--- src/rtl/bridge_pkg.sv ---
// Shared constants for the CPU data-bus bridge: peripheral address map,
// seven-segment glyph table and a small address-match helper.
package bridge_pkg;

    // Upper 20 address bits that select the peripheral page
    localparam logic [19:0] PERIPH_BASE = 20'hFFFFF;

    // Word addresses of the peripheral registers
    localparam logic [31:0] DISP_ADDR  = 32'hFFFF_F000;
    localparam logic [31:0] TIMER_ADDR = 32'hFFFF_F020;
    localparam logic [31:0] LED_ADDR   = 32'hFFFF_F060;
    localparam logic [31:0] SW_ADDR    = 32'hFFFF_F070;
    localparam logic [31:0] BTN_ADDR   = 32'hFFFF_F078;

    // Active-low {dp,g,f,e,d,c,b,a} glyphs for hex digits 0..F, dp off
    localparam logic [7:0] SEG_GLYPH [16] = '{
        8'hC0, 8'hF9, 8'hA4, 8'hB0, 8'h99, 8'h92, 8'h82, 8'hF8,
        8'h80, 8'h90, 8'h88, 8'h83, 8'hC6, 8'hA1, 8'h86, 8'h8E
    };

    // Word-offset match inside the peripheral page; byte lanes are ignored
    function automatic logic reg_match(input logic [11:2] offset, input logic [31:0] reg_addr);
        return offset == reg_addr[11:2];
    endfunction

endpackage

--- src/rtl/seg_scan.sv ---
// Eight-digit multiplexed seven-segment scanner. Each digit stays lit for
// SCAN_DIV clocks; the segment pattern follows the live display value so a
// register update shows up on the current digit without restarting the scan.
module seg_scan
    import bridge_pkg::*;
#(
    parameter int SCAN_DIV = 50000
) (
    input  logic        cpu_clk,
    input  logic        cpu_rst,
    input  logic [31:0] value,
    output logic [7:0]  dig_en,
    output logic [7:0]  dn_seg
);

    localparam int CW = (SCAN_DIV > 1) ? $clog2(SCAN_DIV) : 1;
    localparam logic [CW-1:0] SCAN_LAST = CW'(SCAN_DIV - 1);

    logic [CW-1:0] scan_cnt_reg;
    logic [2:0]    digit_reg;
    logic [3:0]    nibble [8];

    // Dwell counter per digit; digit index advances (and wraps 7->0) at dwell end
    always_ff @(posedge cpu_clk or negedge cpu_rst) begin
        if (!cpu_rst) begin
            scan_cnt_reg <= '0;
            digit_reg    <= 3'd0;
        end else if (scan_cnt_reg == SCAN_LAST) begin
            scan_cnt_reg <= '0;
            digit_reg    <= digit_reg + 3'd1;
        end else begin
            scan_cnt_reg <= scan_cnt_reg + CW'(1);
        end
    end

    // Split the display word into its eight hex digits
    for (genvar gi = 0; gi < 8; gi++) begin : g_nibble
        assign nibble[gi] = value[4*gi +: 4];
    end

    // Active-low one-cold digit enable and glyph of the selected nibble
    always_comb begin
        dig_en = ~(8'b1 << digit_reg);
        dn_seg = SEG_GLYPH[nibble[digit_reg]];
    end

endmodule

--- src/rtl/bus_bridge.sv ---
// Data-bus bridge for the single-cycle core: routes each access either to
// the data RAM or to the peripheral page (display, timer, LEDs, switches,
// buttons) and returns read data combinationally in the same cycle.
module bus_bridge
    import bridge_pkg::*;
#(
    parameter int SCAN_DIV  = 50000,
    parameter int TIMER_DIV = 1
) (
    input  logic        cpu_clk,
    input  logic        cpu_rst,
    input  logic [31:0] bus_addr,
    input  logic        bus_wen,
    input  logic [31:0] bus_wdata,
    output logic [31:0] bus_rdata,
    output logic [13:0] dram_addr,
    output logic        dram_wen,
    output logic [31:0] dram_wdata,
    input  logic [31:0] dram_rdata,
    input  logic [23:0] sw,
    input  logic [4:0]  button,
    output logic [23:0] led,
    output logic [7:0]  dig_en,
    output logic [7:0]  dn_seg
);

    localparam int DW = (TIMER_DIV > 1) ? $clog2(TIMER_DIV) : 1;
    localparam logic [DW-1:0] DIV_LAST = DW'(TIMER_DIV - 1);

    logic        periph;
    logic        sel_disp;
    logic        sel_timer;
    logic        sel_led;
    logic        sel_sw;
    logic        sel_btn;
    logic        addr_lsb_unused;

    logic [31:0] disp_reg;
    logic [23:0] led_reg;
    logic [31:0] timer_reg;
    logic [DW-1:0] div_reg;
    logic [23:0] sw_meta_reg;
    logic [23:0] sw_sync_reg;
    logic [4:0]  btn_meta_reg;
    logic [4:0]  btn_sync_reg;

    // Byte lanes carry no meaning: every access is a full word
    assign addr_lsb_unused = ^bus_addr[1:0];

    // Address decode: peripheral page versus RAM, then register select
    always_comb begin
        periph    = (bus_addr[31:12] == PERIPH_BASE);
        sel_disp  = periph && reg_match(bus_addr[11:2], DISP_ADDR);
        sel_timer = periph && reg_match(bus_addr[11:2], TIMER_ADDR);
        sel_led   = periph && reg_match(bus_addr[11:2], LED_ADDR);
        sel_sw    = periph && reg_match(bus_addr[11:2], SW_ADDR);
        sel_btn   = periph && reg_match(bus_addr[11:2], BTN_ADDR);
    end

    // RAM port is a pass-through; peripheral-page writes never reach it
    always_comb begin
        dram_addr  = bus_addr[15:2];
        dram_wdata = bus_wdata;
        dram_wen   = bus_wen & ~periph;
    end

    // Read mux; unmapped peripheral addresses return zero
    always_comb begin
        bus_rdata = 32'h0;
        if (!periph) begin
            bus_rdata = dram_rdata;
        end else if (sel_disp) begin
            bus_rdata = disp_reg;
        end else if (sel_timer) begin
            bus_rdata = timer_reg;
        end else if (sel_led) begin
            bus_rdata = {8'h0, led_reg};
        end else if (sel_sw) begin
            bus_rdata = {8'h0, sw_sync_reg};
        end else if (sel_btn) begin
            bus_rdata = {27'h0, btn_sync_reg};
        end
    end

    // Writable display and LED registers
    always_ff @(posedge cpu_clk or negedge cpu_rst) begin
        if (!cpu_rst) begin
            disp_reg <= 32'h0;
            led_reg  <= 24'h0;
        end else if (bus_wen) begin
            if (sel_disp) disp_reg <= bus_wdata;
            if (sel_led)  led_reg  <= bus_wdata[23:0];
        end
    end

    // Free-running timer; a bus write takes priority over a coincident tick
    always_ff @(posedge cpu_clk or negedge cpu_rst) begin
        if (!cpu_rst) begin
            timer_reg <= 32'h0;
            div_reg   <= '0;
        end else if (bus_wen && sel_timer) begin
            timer_reg <= bus_wdata;
            div_reg   <= '0;
        end else if (div_reg == DIV_LAST) begin
            timer_reg <= timer_reg + 32'd1;
            div_reg   <= '0;
        end else begin
            div_reg   <= div_reg + DW'(1);
        end
    end

    // Two-flop synchronisers for the asynchronous switch and button inputs
    always_ff @(posedge cpu_clk or negedge cpu_rst) begin
        if (!cpu_rst) begin
            sw_meta_reg  <= 24'h0;
            sw_sync_reg  <= 24'h0;
            btn_meta_reg <= 5'h0;
            btn_sync_reg <= 5'h0;
        end else begin
            sw_meta_reg  <= sw;
            sw_sync_reg  <= sw_meta_reg;
            btn_meta_reg <= button;
            btn_sync_reg <= btn_meta_reg;
        end
    end

    assign led = led_reg;

    seg_scan #(
        .SCAN_DIV (SCAN_DIV)
    ) u_seg_scan (
        .cpu_clk (cpu_clk),
        .cpu_rst (cpu_rst),
        .value   (disp_reg),
        .dig_en  (dig_en),
        .dn_seg  (dn_seg)
    );

endmodule

--- config.mk ---
export PLATFORM = sky130hd
export DESIGN_NAME = bus_bridge
export DESIGN_NICKNAME = d
export VERILOG_FILES = /design/src/rtl/bridge_pkg.sv /design/src/rtl/seg_scan.sv /design/src/rtl/bus_bridge.sv
export SDC_FILE = /design/constraint.sdc
export NUM_CORES = 1
export LEC_CHECK = 0
export BUFFER_PORTS_ARGS = -buffer_cell sky130_fd_sc_hd__clkbuf_2
export CAP_MARGIN = 0
export CORE_MARGIN = 2
export CORE_UTILIZATION = 53
export CTS_CLUSTER_SIZE = 14
export DETAILED_ROUTE_END_ITERATION = 7
export PLACE_DENSITY_LB_ADDON = 0.3
export SLEW_MARGIN = 20
export SYNTH_ARGS = -nofsm -noshare
export SYNTH_HDL_FRONTEND = slang
export SYNTH_HIERARCHICAL = 1
export SYNTH_SLANG_ARGS = --single-unit
--- constraint.sdc ---
create_clock -name cpu_clk -period 3 [get_ports cpu_clk]
set_clock_uncertainty 0.2 [all_clocks]
set_input_delay 0.15 -clock cpu_clk [delete_from_list [all_inputs] [get_ports cpu_clk]]
set_output_delay 0.15 -clock cpu_clk [all_outputs]
set_load 0.02 [all_outputs]
# Yosys cells after proc, flatten, opt, wreduce, memory -nomap -nowiden
# Memories as Yosys holds them, arrays and structs flattened.
# Cells that the tools add are included.
# word_totals
ff_bits,166
mem_bits_ro,128
inputBits,128
output_inout_bits,119
memories,1
# mem_list
memory,depth,width,rd,rd_ports_with_merged_regs,wr,line_no,rtl
(name not given),16,8,1,0,0,seg_scan.sv:44,dn_seg = SEG_GLYPH[nibble[digit_reg]];
# classes
n_addsub,4
magnitude_cmp,2
eq_ne,7
shift,1
muxes,16
bitwise,5
reduce_logical,9
# ops
operator,n
2-to-1 mux 32 bit,5
2-to-1 mux 24 bit,2
adder 32 x 1 -> 32 bit (second input constant),1
== test 10 x 5 -> 1 bit (second input constant),3
== test 20 bit (second input constant),1
adder 16 x 1 -> 16 bit (second input constant),1
== test 16 bit (second input constant),1
2-to-1 mux 16 bit,1
2-to-1 mux 8 bit,2
binary-select mux 4 bit (select 3 bit),1
== test 10 x 4 -> 1 bit (second input constant),1
logical NOT 10 bit,1
2-to-1 mux 4 bit,2
inverter 8 bit,1
<< shifter 1 x 3 -> 8 bit (first input constant),1
logical AND 1 bit,6
>= comparator 5 bit (second input constant),1
2-to-1 mux 5 bit,1
inverter 4 -> 5 bit,1
>= comparator 4 bit (second input constant),1
inverter 3 -> 4 bit,1
AND reduction 2 bit,2
adder 3 x 1 -> 3 bit (second input constant),1
2-to-1 mux 1 bit,2
4 further kinds,4

# Longest topological paths before layout
# Gate-level depths: netlist of the first run.
# logic_depth
depth_word,8
ltp_mapped,8

# Modules after synthesis
# Netlist of the first run, hierarchy kept.
# modules_own_cells
module,n_inst,cells_each,area_per_inst_um2
bus_bridge,1,624,7038.0
seg_scan,1,143,1534.0

# Worst setup path before layout of the first run
# Ideal clock, no wire load.
# synth_path
kind,register -> output
from,reg u_seg_scan.digit_reg[0]
to,out dn_seg[4]
arrival_time_ns,2.465
required_ns,2.650
slack_ns,0.185
stages_incl_launch_ff,8
path_cell_list,dfrtp_1 buf_6 mux4_1 mux2i_1 inv_1 ha_1 mux2_2 o21ai_0
# synth_between
elab_chain_cells,8
# synth_lines
element,line_no,rtl
"start, declared",seg_scan.sv:20,logic [2:0] digit_reg;
"start signal, assigned",seg_scan.sv:30,digit_reg <= digit_reg + 3'd1;
inverter 3 -> 4 bit (not written as such),seg_scan.sv:44,
binary-select mux 4 bit (select 3 bit),seg_scan.sv:44,
2-to-1 mux 4 bit (not written as such) (2 in a row),seg_scan.sv:44,
inverter 4 -> 5 bit (not written as such),seg_scan.sv:44,
memory (16 x 8 bit),-,
2-to-1 mux 8 bit (not written as such) (2 in a row),seg_scan.sv:44,
"end, declared",bus_bridge.sv:24,output logic [7:0] dn_seg
# Every way passes these cells. The select of a mux whose other input is x is not followed.

# Final worst setup path of the first run
# layout_path
from,reg u_seg_scan.digit_reg[0]
to,out dn_seg[1]
# The elaborated chain is that of the path after synthesis.

==> results of run 1 <==
synth_stat cells (3+ instances only):
library cell and n:
nor2_1 49, o21ai_0 50, nor3_1 7, nand4_1 20, o22ai_1 5, a21oi_1 33, mux2_2 39, a32oi_1 5
dfrtp_1 165, or3_1 3, mux4_1 4, mux4_2 4, buf_2 5, nor4_1 6, clkbuf_1 25, a22oi_1 27
buf_6 5, nand3_1 43, mux2_4 31, nand2_1 51, mux2i_1 32, buf_4 51, ha_1 14, inv_1 11
and3_1 6, xor2_1 27, xnor2_1 16
final timing paths:
check,start,endpoint,slack [ns],cells past startpoint
worst max-delay path,u_seg_scan/digit_reg[0],dn_seg[1],0.06,6
worst min-delay path,cpu_rst,u_seg_scan/scan_cnt_reg[10],0.08,2
worst max register to register,timer_reg[7],timer_reg[31],0.70,5
worst min register to register,sw_meta_reg[13],sw_sync_reg[13],0.14,0
max in group asynchronous,cpu_rst,sw_meta_reg[12],1.80,3
min in group cpu_clk,sw_meta_reg[13],sw_sync_reg[13],0.14,0
final cells by class:
| class | count | area, um^2 |
|---|---|---|
| Clock buffer | 18 | 439 |
| Clock inverter | 14 | 165 |
| Fill cell | 1140 | 4840 |
| Inverter | 12 | 45.0 |
| Multi-Input combinational cell | 503 | 3850 |
| Sequential cell | 165 | 4130 |
| Tap cell | 216 | 270 |
| Timing Repair Buffer | 333 | 2090 |
timing repair:
item | CTS | global route
pin swaps | 0 | 1
gates resized for setup | 8 | 13
hold endpoints to repair | 265 | 0
endpoints found under the setup margin | 6 | 6
hold buffers | 62 | 0
buffers inserted | 2 | 5
power by group:
| group | switching [uW] | internal (uW) |
|---|---|---|
| combinational | 247 | 183 |
| sequential | 11.7 | 2260 |
| clock | 931 | 1270 |
| total | 1190 | 3720 |
metrics by stage:
stage | power [uW] | instances | utilization [%] | setup WS (ns)
floorplan | 2510 | 767 | - | 0.185
global placement | 2680 | 1160 | 61.2 | 0.314
detailed placement | 2680 | 1160 | 61.2 | 0.228
CTS | 4940 | 1256 | 69.0 | 0.0171
global route | 5080 | 1261 | 69.4 | -0.0377
finish | 4910 | 1261 | 69.4 | 0.0614
critical path, delay by kind of cell, from the launching register on:
| family | cells | cell delay, ns |
|---|---|---|
| muxes | 2 | 0.90 |
| DFF | 1 | 0.47 |
| and+or+nand+nor | 1 | 0.40 |
| buffers and inverters | 2 | 0.32 |
| AOI/OAI and AO/OA | 1 | 0.08 |
cell families after synthesis:
kind of cell	share of synthesized area [%]
AND/OR/NAND/NOR	12.4
flip-flops	48.2
AO/OA/AOI/OAI	8.74
multiplexers	17.1
buffers and inverters	7.08
XOR/XNOR	4.39
adder cells (fa/ha/maj)	2.04
other	0.0437
per-layer routing:
layer	routed length [um]	up-vias	GRT usage (%)
li1	-	3225	-
met1	9620	3379	34.1
met2	10800	246	42.8
met3	1250	25	5.32
met4	282	0	7.00
met5	0	-	0
==> impl_metrics.csv, run 1 <==
group,metric,value,unit
status,outcome,"finished, final reports clean",
yosys,syn_inst,767,
layout,antenna_cells,0,
routing,drtPass1Iterations,5,
yosys,yosys_warnings,6,
routing,postRouteAntennaNets,0,
sta,rsz0062_at_grt,"yes",
routing,viasPerCell,5.45,
die,core_area,0.0158,mm^2
routing,wirelength,22.0,mm
worst_setup_path,endpoint_kind,"output pin",
grt,grt_overflow,0,
routing,vias,6875,
routing,wl_per_cell,17.4,um
yosys,yosysUniqueCellTypes,52,
layout,design_area,0.0110,mm^2
grt,grt_pass1_vias,6594,
grt,grt_max_degree,64,
die,row_count,46,
yosys,yosysSeqAreaShare,48.2,%
yosys,synth_edf_count,0,
layout,mostFrequentLayoutCell,"clkbuf_2",
yosys,ys_ff_latch,165,
sta,drv_slew,0,
clocking,clock_path_buffers,2,
layout,drive_gt1_share,38.2,%
worst_setup_path,cp-start-kind,"flop",
worst_setup_path,worstPathMaxFanout,6,
die,num_io_pins,247,
layout,synthToLayoutAreaGrowth,28.2,%
sta,setup_viol,0,
sta,post-route-period-util,98.0,%
place,port_buffers,243,
worst_setup_path,slowest_delay,0.56,ns
grt,grt_pass1_wl,34.9,mm
power_and_ir_drop,vdd_drop_max,0.476,mV
clocking,cts_sinks,165,
sta,setup_tns,0,ns
place,dp_hpwl,15.1,mm
worst_setup_path,crit_type,"reg -> out",
yosys,synthArstFlopShare,100,%
place,gp_congestion,0.885,
die,die_h,131,um
power_and_ir_drop,power.density,447,mW/mm^2
layout,mostFrequentLayoutCells,"clkbuf_2 (238), dfrtp_1 (163), dlygate4sd3_1 (62)",
worst_setup_path,worstPathRequired,2.65,ns
yosys,synth_area_leader_cell,"dfrtp_1",
worst_setup_path,crit_chain,"buf_4 -> mux4_2 -> mux2_4 -> or3_4 -> o21ai_4 -> buf_6",
sta,fmaxAchievable,340,MHz
sta,max-slew-margin-rel,48.1,%
sta,hold_ws,0.0768,ns
die,die_w,131,um
yosys,synthesis.nets,909,
die,initial_core_util,54.2,%
yosys,synth_area_leaders,"dfrtp_1 (48%), mux2_4 (5.4%), mux2_2 (5.1%)",
place,place_area,0.00969,mm^2
yosys,ys.flop_type,"dfrtp_1",
clocking,insertion_delay,0.42,ns
yosys,yosysTopAreaCellShare,48.2,%
clocking,htreeDepth,4,
sta,worst_slew_pin_slew,0.778,ns
clocking,cts_buffers,17,
clocking,cts_tree,"yes",
yosys,synth_area,0.00857,mm^2
worst_setup_path,crit_path_top_delay_cell,"mux4_2",
clocking,path_clk_slew,0.06,ns
clocking,cts-root-buf,"clkbuf_16",
sta,finalCriticalPeriod,2.94,ns
die,die-area,0.0172,mm^2
yosys,avgSynthCellArea,11.2,um^2
routing,drt_iter0_markers,527,
worst_hold_path,hp-class,"in -> async",
power_and_ir_drop,power.leakage,0.00538,uW
routing,drcViolationCount,0,
worst_setup_path,cp.arrival,2.59,ns
grt,grt_antenna_before_repair,0,
grt,track_usage,25.6,%
sta,hold_viol,0,
job,cap_violations,0,
layout,nets,1174,
Note: power is estimated with default switching activity, not from simulation.
==> run 2: changes to the inputs <==
- ABC_AREA: default -> 1
==> run 2 against run 1 <==
Effect of this change:
- the flow now finishes with violations (design-rule violations)
- setup slack gained 0.16 ns
- sequential share of layout area down 1.4 points
- non-clock buffer count down 6
- cell count grew 32%
- routed wire length rose by 24%
- total power is essentially flat
- design area increased by 3.8%
- sequential power is essentially flat
- largest cell class unchanged
==> impl_metrics.csv, run 2 <==
group,metric,value,unit
status,outcome,"finished with violations",
status,violations,"design-rule violations",
routing,drcViolationCount,3,
layout,antenna_cells,0,
die,initial_core_util,54.6,%
yosys,ys.flop_type,"dfrtp_1",
clocking,cts_tree,"yes",
layout,nets,1578,
yosys,yosys_warnings,6,
yosys,synth.area.mux_share,0,%
routing,wirelength,27.2,mm
yosys,ys_ff_latch,165,
yosys,synthArstFlopShare,100,%
layout,design_area,0.0114,mm^2
yosys,avgSynthCellArea,7.73,um^2
place,gp_congestion,0.953,
grt,grt_pass1_vias,8233,
clocking,clock_path_buffers,2,
sta,setup_slack,0.218,ns
grt,grt_overflow,0,
die,core_area,0.0166,mm^2
worst_setup_path,worstPathRequired,2.65,ns
worst_hold_path,hp-class,"in -> async",
die,num_io_pins,247,
clocking,htreeDepth,4,
routing,postRouteAntennaNets,0,
yosys,syn_inst,1175,
place,dp_hpwl,19.7,mm
clocking,path_clk_slew,0.07,ns
worst_setup_path,cp-start-kind,"flop",
grt,grt_antenna_before_repair,0,
sta,post-route-period-util,92.7,%
grt,grt_max_degree,78,
die,die_h,135,um
clocking,insertion_delay,0.43,ns
yosys,yosysUniqueCellTypes,36,
yosys,yosysMostFrequentCell,"nand2_1",
place,port_buffers,243,
yosys,synth_top_family_by_area,"simple AND/OR/NAND/NOR gates",
yosys,ys_top_cells_by_count,"nand2_1 (395), dfrtp_1 (165), inv_1 (127)",
layout,drive_gt1_share,24.2,%
place,place_ws,0.425,ns
clocking,cts-root-buf,"clkbuf_16",
worst_setup_path,crit_type,"reg -> out",
clocking,cts_setup_buffers,0,
worst_setup_path,r2r_setup_slack,0.82,ns
clocking,cts_sinks,165,
job,cap_violations,0,
yosys,synth_area_leaders,"dfrtp_1 (45%), nand2_1 (16%), inv_1 (5.2%)",
die,die_w,135,um
sta,drv_slew,0,
yosys,yosys.area_share.simple,30.6,%
sta,rsz0062_at_grt,"no",
yosys,synthXorXnorAreaFrac,3.28,%
yosys,yosysTopAreaCellShare,45.5,%
sta,finalCriticalPeriod,2.78,ns
place,place_area,0.0101,mm^2
sta,setup_tns,0,ns
routing,viasPerCell,5.21,
power_and_ir_drop,vdd_drop_max,0.522,mV
die,die-area,0.0182,mm^2
worst_setup_path,cp.arrival,2.43,ns
routing,wl_per_cell,16.3,um
worst_setup_path,r2r_start,"timer_reg[0]",
sta,worst_slew_pin_slew,0.738,ns
yosys,yosysSeqAreaShare,45.5,%
yosys,synth_area,0.00908,mm^2
yosys,synth_edf_count,0,
layout,mostFrequentLayoutCell,"nand2_1",
sta,setup_viol,0,
grt,track_usage,30.7,%
routing,vias,8700,
yosys,synth_area_leader_cell,"dfrtp_1",
worst_setup_path,worstPathMaxFanout,12,
power_and_ir_drop,power.leakage,0.00581,uW
worst_setup_path,r2r_end,"timer_reg[22]",
routing,drt_iter0_markers,927,
layout,mostFrequentLayoutCells,"nand2_1 (394), clkbuf_2 (242), dfrtp_1 (165)",
yosys,synthesis.nets,1317,
sta,hold_viol,0,
yosys,synthAdderAreaFrac,1.93,%
sta,max-slew-margin-rel,50.7,%
layout,synthToLayoutAreaGrowth,25.7,%
clocking,cts_buffers,17,
yosys,synth_compound_area_share,6.47,%
die,row_count,47,
grt,grt_pass1_wl,42.7,mm
power_and_ir_drop,power.density,430,mW/mm^2
routing,drtPass1Iterations,8,
worst_setup_path,reg2regPathDepth,9,
worst_setup_path,endpoint_kind,"output pin",
sta,fmaxAchievable,359,MHz
[run 2: cell count changes in the layout (fill, tap and decap cells not counted), sizes merged, moves of 15 or more]
cell / delta
nand2: +351
inv: +130
mux2: -70
nor2: +47
o21ai: +39
nand3: +36
mux2i: -34
a21oi: -33
a22oi: -27
nand4: +21
buf: -15
[run 2: cell type report]
class	instances	area, um^2
Inverter	139	531
Fill cell	1400	5230
Clock inverter	15	175
Timing Repair Buffer	327	2030
Tap cell	220	275
Multi-Input combinational cell	786	3850
Sequential cell	165	4130
Clock buffer	17	425
[run 2: critical path, cell delays in order (launching register included)]
cell and delay [ns]:
dfrtp_1 0.47, buf_4 0.25, nand2_1 0.07, nand3_1 0.10, nand3_1 0.14, nand2_2 0.18, inv_1 0.10, ha_1 0.22
nand3_1 0.13, nand2_1 0.07, nand2_1 0.06, nand2_1 0.05, clkbuf_2 0.15
[run 2: how the worst max path moves through the flow]
stage                       startpoint            end  slack [ns]  depth (start not counted)
3_3_place_gp              bus_addr[24]  bus_rdata[16]        0.48                         12
3_5_place_dp              bus_addr[13]         led[9]        0.43                         12
4_1_cts        u_seg_scan/digit_reg[0]      dn_seg[6]        0.22                         12
6_report       u_seg_scan/digit_reg[0]      dn_seg[3]        0.22                         12
5_1_grt        u_seg_scan/digit_reg[0]      dn_seg[3]        0.03                         12
2_1_floorplan  u_seg_scan/digit_reg[0]      dn_seg[2]        0.93                         12
[run 2: metal layers]
layer | vias to the layer above | share of wire (%) | GRT usage [%]
met5 | - | 0 | 0
met4 | 0 | 2.0 | 10.0
met3 | 43 | 8.3 | 6.31
met2 | 390 | 48 | 49.1
met1 | 4095 | 42 | 42.1
li1 | 4172 | - | -
[run 2: report_power, final]
| part | switching (uW) | total, uW | internal [uW] | leakage, uW |
|---|---|---|---|---|
| sequential | 11.3 | 2270 | 2260 | 0.00209 |
| clock | 1020 | 2220 | 1200 | 0.000298 |
| combinational | 246 | 418 | 172 | 0.00343 |
| total | 1280 | 4910 | 3630 | 0.00581 |
[run 2: stage by stage]
stage | cells | total power (uW) | hold WS [ns] | utilization [%]
floorplan | 1175 | 2490 | -0.346 | -
global placement | 1570 | 2660 | -0.0768 | 61.0
detailed placement | 1570 | 2660 | -0.0765 | 61.0
CTS | 1669 | 4930 | 0.0470 | 68.6
global route | 1669 | 5080 | 0.0707 | 68.6
finish | 1669 | 4910 | 0.0369 | 68.6
[run 2: logic make-up (layout without fill, tap and decap cells)]
group | after synthesis | after routing
and+or+nand+nor | 638 | 638
buffers and inverters | 224 | 498
DFF | 165 | 165
AOI/OAI and AO/OA | 99 | 99
xor gates and xnor gates | 34 | 34
adders and majority gates | 14 | 14
other | 1 | 1
[run 2: what timing repair did]
action                                 in CTS  in global routing
gates resized for setup                     0                  0
hold buffers                               67                  0
endpoints found under the hold margin     240                  0
==> run 3: changes to the inputs <==
- PLACE_DENSITY: default -> 0.81
- PLACE_DENSITY_LB_ADDON: 0.3 -> default
- SYNTH_HIERARCHICAL: 1 -> default
==> run 3 against run 2 <==
Effect of this change:
- the run now ends clean
- sequential share of layout area rose by 0.53 points
- clock-buffer cell count up 1
- fmax down 2.5%
- clock power barely moved
- sequential cell count unchanged
- critical path depth up 1
- utilization shrank 0.23 points
- hold slack got worse by 0.015 ns
- die area decreased by 2.0%
==> impl_metrics.csv, run 3 <==
group,metric,value,unit
sta,setup_viol,0,
power_and_ir_drop,vdd_drop_max,0.454,mV
grt,track_usage,31.1,%
layout,nets,1534,
sta,max-slew-margin-rel,51.8,%
worst_setup_path,cp-start-kind,"flop",
routing,postRouteAntennaNets,0,
place,gp_congestion,0.947,
sta,finalCriticalPeriod,2.85,ns
clocking,insertion_delay,0.44,ns
grt,grt_overflow,0,
clocking,cts_sinks,165,
layout,mostFrequentLayoutCell,"nand2_1",
layout,mostFrequentLayoutCells,"nand2_1 (333), clkbuf_2 (242), dfrtp_1 (163)",
layout,stdcell_count,1625,
sta,setup_tns,0,ns
yosys,synthArstFlopShare,100,%
power_and_ir_drop,power.leakage,0.00572,uW
routing,drcViolationCount,0,
place,dp_hpwl,19.4,mm
yosys,ys.flop_type,"dfrtp_1",
status,outcome,"finished, final reports clean",
die,core_area,0.0165,mm^2
grt,grt_max_degree,75,
sta,rsz0062_at_grt,"no",
yosys,avgSynthCellArea,7.85,um^2
sta,hold_viol,0,
routing,wirelength,26.9,mm
place,place_ws,0.300,ns
yosys,ys_ff_latch,165,
yosys,yosysUniqueCellTypes,37,
die,num_io_pins,247,
sta,worst_slew_pin_slew,0.724,ns
clocking,cts_buffers,17,
sta,setup_slack,0.148,ns
yosys,ys_top_cells_by_count,"nand2_1 (333), dfrtp_1 (165), inv_1 (112)",
layout,n_fill_cell,1401,
routing,wl_per_cell,16.5,um
worst_setup_path,worstPathRequired,2.65,ns
die,row_count,47,
yosys,yosysTopAreaCellShare,46.4,%
clocking,clock_path_buffers,2,
layout,postLayoutCoreUtil,68.4,%
yosys,syn_inst,1133,
worst_setup_path,cp.arrival,2.50,ns
yosys,synth_edf_count,0,
yosys,yosysSeqAreaShare,46.4,%
power_and_ir_drop,total_power,4890,uW
grt,grt_antenna_before_repair,0,
routing,drt_iter0_markers,695,
layout,synthToLayoutAreaGrowth,26.5,%
routing,vias,8465,
worst_setup_path,reg2regPathDepth,8,
worst_hold_path,min_delay_path_depth,7,
job,cap_violations,0,
layout,antenna_cells,0,
die,die_w,134,um
sta,drv_slew,0,
yosys,synth_area,0.00889,mm^2
place,port_buffers,243,
worst_setup_path,crit_type,"reg -> out",
clocking,cts-root-buf,"clkbuf_16",
clocking,path_clk_slew,0.07,ns
sta,post-route-period-util,95.1,%
worst_hold_path,hp-class,"in -> reg",
yosys,synth_area_leaders,"dfrtp_1 (46%), nand2_1 (14%), inv_1 (4.7%)",
routing,viasPerCell,5.21,
yosys,synthesis.nets,1275,
layout,drive_gt1_share,24.8,%
yosys,synth_area_leader_cell,"dfrtp_1",
place,dp_cells,1525,
yosys,yosysMostFrequentCell,"nand2_1",
routing,drtPass1Iterations,5,
grt,grt_pass1_vias,8314,
clocking,htreeDepth,4,
clocking,cts_tree,"yes",
grt,grt_pass1_wl,42.8,mm
layout,multiInputGateArea,0.00374,mm^2
die,initial_core_util,54.0,%
worst_setup_path,endpoint_kind,"output pin",
yosys,yosys_warnings,0,
worst_setup_path,worstPathMaxFanout,11,
die,die-area,0.0178,mm^2
layout,register_area,0.00413,mm^2
power_and_ir_drop,power.density,434,mW/mm^2
die,die_h,134,um
sta,fmaxAchievable,351,MHz
-- run 3: cell count changes after synthesis, sizes merged, moves of 2 or more --
cell	previous run	this run
nand2	402	338
o21ai	90	115
inv	138	115
nand3	79	69
nor2	97	107
buf	75	80
nor3	13	18
a21oi	0	3
o211ai	8	11
o22ai	0	3
xnor2	11	8
clkinv	1	3
-- run 3: repair_timing --
| action | CTS | global route |
|---|---|---|
| hold buffers | 63 | 0 |
| endpoints found under the hold margin | 205 | 0 |
| resized for setup | 4 | 5 |
| endpoints found under the setup margin | 6 | 6 |
| setup buffers | 0 | 5 |
-- run 3: cell type report --
class / count / area share (%)
Tap cell: 220 / 2.45
Clock inverter: 14 / 1.42
Timing Repair Buffer: 330 / 18.3
Sequential cell: 165 / 36.7
Clock buffer: 18 / 3.90
Inverter: 118 / 4.00
Multi-Input combinational cell: 760 / 33.2
-- run 3: final timing paths --
check	start	to	slack, ns
hold reg to reg	sw_meta_reg[8]	sw_sync_reg[8]	0.14
hold / removal	bus_addr[22]	disp_reg[30]	0.02
min in group asynchronous	cpu_rst	disp_reg[31]	0.14
setup reg to reg	timer_reg[0]	timer_reg[18]	0.66
setup / recovery	u_seg_scan.digit_reg[0]	dn_seg[0]	0.15
max in group asynchronous	cpu_rst	sw_sync_reg[10]	1.75
-- run 3: worst max-delay path, cell delays in order, from the launching register on --
cell	delay, ns
dfrtp_2	0.40
buf_4	0.19
nor2_1	0.07
nor2_1	0.11
o21ai_0	0.13
nand2_1	0.09
inv_1	0.05
o21ai_1	0.24
ha_2	0.28
inv_1	0.06
o21ai_0	0.15
nand2_1	0.07
nand2_1	0.07
clkbuf_2	0.16
-- run 3: kinds of logic (layout without fill, tap and decap cells) --
logic type                 count (synthesis)  count (layout)  synth area share, %
other                                      1               1               0.0422
and+or+nand+nor                          580             580                 27.7
adders and majority gates                 14              14                 1.97
DFF                                      165             165                 46.4
buffers and inverters                    208             480                 11.6
AOI/OAI and AO/OA                        133             133                 9.13
xor gates and xnor gates                  32              32                 3.15
-- run 3: power by group --
part / switching (uW) / internal, uW / total [uW]
clock: 990 / 1200 / 2190
sequential: 11.0 / 2260 / 2270
combinational: 243 / 176 / 419
-- run 3: metal layers --
metal	vias up	global-route usage, %	share of wire, %
met5	-	0	0
met1	3988	40.3	42
li1	4094	-	-
met2	339	53.6	50
met4	0	9.22	1.8
met3	44	5.40	6.3
-- run 3: through the flow --
stage | area (um^2) | hold WS, ns
floorplan | 8890 | -0.346
global placement | 9980 | 0.0266
detailed placement | 9980 | 0.0289
CTS | 11200 | 0.0123
global route | 11300 | 0.0571
finish | 11300 | 0.0219
